===== src/rtl/cm_serial.sv =====
// Serial multiply-accumulate processing element: 3-stage pipeline (operand
// capture, truncated 8x8 product, wrapping accumulator with in-band restart).
module cm_serial (
  input  logic                   clk,
  input  logic                   rst,
  input  logic [7:0]             a,
  input  logic [7:0]             b,
  input  logic                   mux_reset,
  output logic [7:0]             out
);

  localparam int unsigned DW = 8;
  localparam int unsigned PW = 2 * DW;

  logic [DW-1:0] a_r;
  logic [DW-1:0] b_r;
  logic          restart_s1;
  logic [DW-1:0] p;
  logic          restart_s2;
  logic [DW-1:0] acc;
  logic [DW-1:0] p_c;
  logic [DW-1:0] acc_next_c;

  // Full-width product, keeping only the low byte.
  always_comb begin
    p_c = DW'(PW'(a_r) * PW'(b_r));
  end

  // Feedback mux: a restart replaces the sum instead of adding to it.
  always_comb begin
    acc_next_c = acc + p;
    if (restart_s2) begin
      acc_next_c = p;
    end
  end

  // S1: operand and restart flag capture.
  always_ff @(posedge clk) begin
    if (!rst) begin
      a_r        <= '0;
      b_r        <= '0;
      restart_s1 <= 1'b0;
    end else begin
      a_r        <= a;
      b_r        <= b;
      restart_s1 <= mux_reset;
    end
  end

  // S2: product register with the flag travelling alongside it.
  always_ff @(posedge clk) begin
    if (!rst) begin
      p          <= '0;
      restart_s2 <= 1'b0;
    end else begin
      p          <= p_c;
      restart_s2 <= restart_s1;
    end
  end

  // S3: accumulator, wraps silently on overflow.
  always_ff @(posedge clk) begin
    if (!rst) begin
      acc <= '0;
    end else begin
      acc <= acc_next_c;
    end
  end

  assign out = acc;

endmodule


===== config.mk =====
export PLATFORM = sky130hd
export DESIGN_NAME = cm_serial
export DESIGN_NICKNAME = d
export VERILOG_FILES = /design/src/rtl/cm_serial.sv
export SDC_FILE = /design/constraint.sdc
export NUM_CORES = 1
export LEC_CHECK = 0
export ABC_AREA = 1
export CAP_MARGIN = 20
export CORE_ASPECT_RATIO = 1.2
export CORE_MARGIN = 2
export CORE_UTILIZATION = 35
export DETAILED_ROUTE_END_ITERATION = 16
export DONT_BUFFER_PORTS = 1
export HOLD_SLACK_MARGIN = 0.06
export SLEW_MARGIN = 30
export SYNTH_ARGS = -nofsm -noshare
export SYNTH_HDL_FRONTEND = slang
export SYNTH_SLANG_ARGS = --single-unit
export TNS_END_PERCENT = 5

===== constraint.sdc =====
create_clock -name clk -period 3.2 [get_ports clk]
set_clock_uncertainty 0.05 [all_clocks]
set_input_delay 0.64 -clock clk [delete_from_list [all_inputs] [get_ports clk]]
set_output_delay 0.64 -clock clk [all_outputs]
set_load 0.03 [all_outputs]

==> impl_metrics.tcl <==
set metrics [dict create \
    hpwlAfterDp_um 3350 \
    internal-power_w 0.000712 \
    synth_compound_area_share_pct 4.84 \
    timing.final.hold_violations 0 \
    synth_cell_type_count 23 \
    nets 403 \
    finalPower_w 0.00101 \
    tritoncts "yes" \
    power_switching_w 0.000298 \
    violations "negative setup slack" \
    gr-total-overflow 0 \
    hp-class "reg2reg" \
    rows 32 \
    yosys-top-cells-count "nand2_1 (97), inv_1 (88), dfxtp_1 (34), ha_1 (23), nor2_1 (20)" \
    syn_area_per_cell_um2 7.08 \
    synth_nets 384 \
    synth-edff-count 0 \
    die_area_um2 7320 \
    yosys_warnings 0 \
    pwr-share-comb_pct 20.0 \
    fin_crit_ns 3.26 \
    yosysMostFrequentCell "nand2_1" \
    multi_input_area_um2 1360 \
    p_leak_nw 1.66 \
    grt_max_degree 29 \
    num_vias 1878 \
    antenna_found_initial 0 \
    area_growth_pct 16.8 \
    gp_congestion 0.860 \
    synth_top_flop_cell "dfxtp_1" \
    layout_setup_ws_ns -0.0604 \
    wl_per_cell_um 9.69 \
    final.period_utilization_pct 102 \
    drive_gt1_share_pct 16.1 \
    synth_area_um2 2330 \
    ant_nets 0 \
    outcome "finished, violations left" \
    synth_fa_ha_area_share_pct 23.5 \
    cts.sink_count 34 \
    worst_setup_path_end_kind "flip-flop" \
    finalSetupTns_ns -0.0604 \
    synthXorXnorAreaFrac_pct 4.14 \
    firstDrtPassIters 4 \
    synth_mux_area_share_pct 0 \
    root_buffer "clkbuf_8" \
    seq_power_share_pct 50.4 \
    start_util_pct 36.1 \
    clk_path_buf_depth 2 \
    criticalPathCategory "reg2reg" \
    grt_pass1_wl_um 7620 \
    maxSlewHeadroom_pct 75.5 \
    clk_latency_ns 0.28 \
    maxSlewViolCount 0 \
    postLayoutCoreUtil_pct 42.2 \
    wirelength_um 4190 \
    cp_data_required_time_ns 3.32 \
    synth_top_area_share_pct 29.2 \
    cap_viol_max_count 0 \
    synthSimpleGateAreaFrac_pct 22.4 \
    fillers 675 \
    coreArea_um2 6450 \
    synth_top_family_by_area "adder cells" \
    ioPinCount 27 \
    max_clock_freq_mhz 307 \
    setup_viol 1 \
    synth_top_area_cell "dfxtp_1" \
    drc 0 \
    synthCells 329 \
    path_clk_slew_ns 0.06 \
    seq_area_frac_synth_pct 29.2 \
    fin_cells 432 \
    grt_pass1_vias 1854 \
    regArea_um2 698 \
    dr.first_iter.drc_count 35 \
    n_antenna_cell 0 \
    ys_ff_latch 34 \
    peakVddDrop_mv 0.280 \
    async_reset_ff_share_pct 0 \
    port_buffers 0 \
    clockPowerShare_pct 29.7 \
    worstMarginPinSlew_ns 0.368 \
    crit_fanout 3 \
    dp_cells 419 \
    yosys-top-cells-area "dfxtp_1 (29%), nand2_1 (16%), inv_1 (14%)" \
    track_usage_pct 13.2 \
    cts_hold_buf 0 \
    avgViaCountPerCell 4.35 \
    sw_frac_of_total_pct 29.5 \
    powerDensity_nw_per_um2 372 \
    die_h_um 93.4 \
    rsz0062_at_grt "true" \
    cp-start-kind "flip-flop" \
    die_w_um 78.5 \
    arrival_ns 3.38 \
    cts_buffers 5 \
    ctsHtreeMaxLevel 2 \
]
[power groups by stage]
stage	clock network [W]	logic (W)	registers, W
final	0.000300	0.000202	0.000509
after global routing	0.000334	0.000238	0.000513
after CTS	0.000313	0.000198	0.000509
after detailed placement	0	0.000186	0.000521
after global placement	0	0.000181	0.000520
after floorplan	0	0.000155	0.000511
[placed cells by master (no fill, tap or decap), drive strengths merged]
master  Yosys  layout
xor2        8       8
xnor2       3       3
dfxtp      34      34
a31oi       2       2
clkinv      2       2
nor2       20      20
inv        88      88
nand3b      1       1
o21bai      1       1
clkbuf      2       6
a21oi       8       8
ha         23      23
fa         13      13
o21ai       9       9
nand2     100     100
a21boi      1       1
nand3      10      10
buf         3      17
nand4       1       1
[kinds of logic after synthesis]
logic type | Yosys count
AO/OA/AOI/OAI | 21
adder cells (fa/ha/maj) | 36
buffers and inverters | 95
flip-flops | 34
AND/OR/NAND/NOR | 132
XOR/XNOR | 11
[per-layer routing]
metal / GRT usage [%] / wire length (µm) / up-vias
met5: 0 / 0 / -
met1: 13.7 / 1780 / 839
met4: 6.14 / 95 / 0
li1: - / - / 994
met2: 24.2 / 2100 / 37
met3: 3.96 / 203 / 8
[what timing repair did]
| action | in CTS | in global routing |
|---|---|---|
| resized for setup | 22 | 6 |
| gates cloned | 0 | 0 |
| setup buffers | 7 | 0 |
| endpoints found under the setup margin | 2 | 3 |
| pin swaps | 18 | 9 |
[worst paths after layout]
kind                            slack (ns)        from          to  cells after the start
worst max-delay path                 -0.06      a_r[2]        p[7]                     16
worst min-delay path                  0.36  restart_s1  restart_s2                      2
worst max register to register       -0.06      a_r[2]        p[7]                     16
worst min register to register        0.36  restart_s1  restart_s2                      2
[stage by stage]
step,instance area [µm²],setup WS (ns),hold slack [ns]
2_1_floorplan,2370,0.00194,0.340
3_3_place_gp,2520,-0.121,0.351
3_5_place_dp,2520,-0.184,0.357
4_1_cts,2700,-0.0408,0.373
5_1_grt,2720,-0.236,0.394
6_report,2720,-0.0604,0.364
[area by class of cell]
type                    count  share of cell area (%)
flip-flops and latches     34                    25.7
inverters                  90                    12.4
multi-input cells         200                    50.1
repair buffers             17                    4.83
clock buffers               6                    3.04
well taps                  85                    3.91
[registers in the layout, indices dropped and copies added (netlist names)]
signal	count
a_r	8
b_r	8
out	8
p	8
restart_s1	1
restart_s2	1
[worst max-delay path, cell delays in order (launching register included)]
cell and delay, ns:
dfxtp_4 0.35, buf_4 0.11, nand2_2 0.05, fa_1 0.50
inv_2 0.05, ha_4 0.25, inv_2 0.03, fa_1 0.47
fa_1 0.53, inv_2 0.05, ha_4 0.26, a21oi_2 0.05
nand3b_1 0.16, nand2_2 0.09, nand3_2 0.06, nand2_1 0.06
nor2_1 0.04
(Power assumes the default switching activity.)
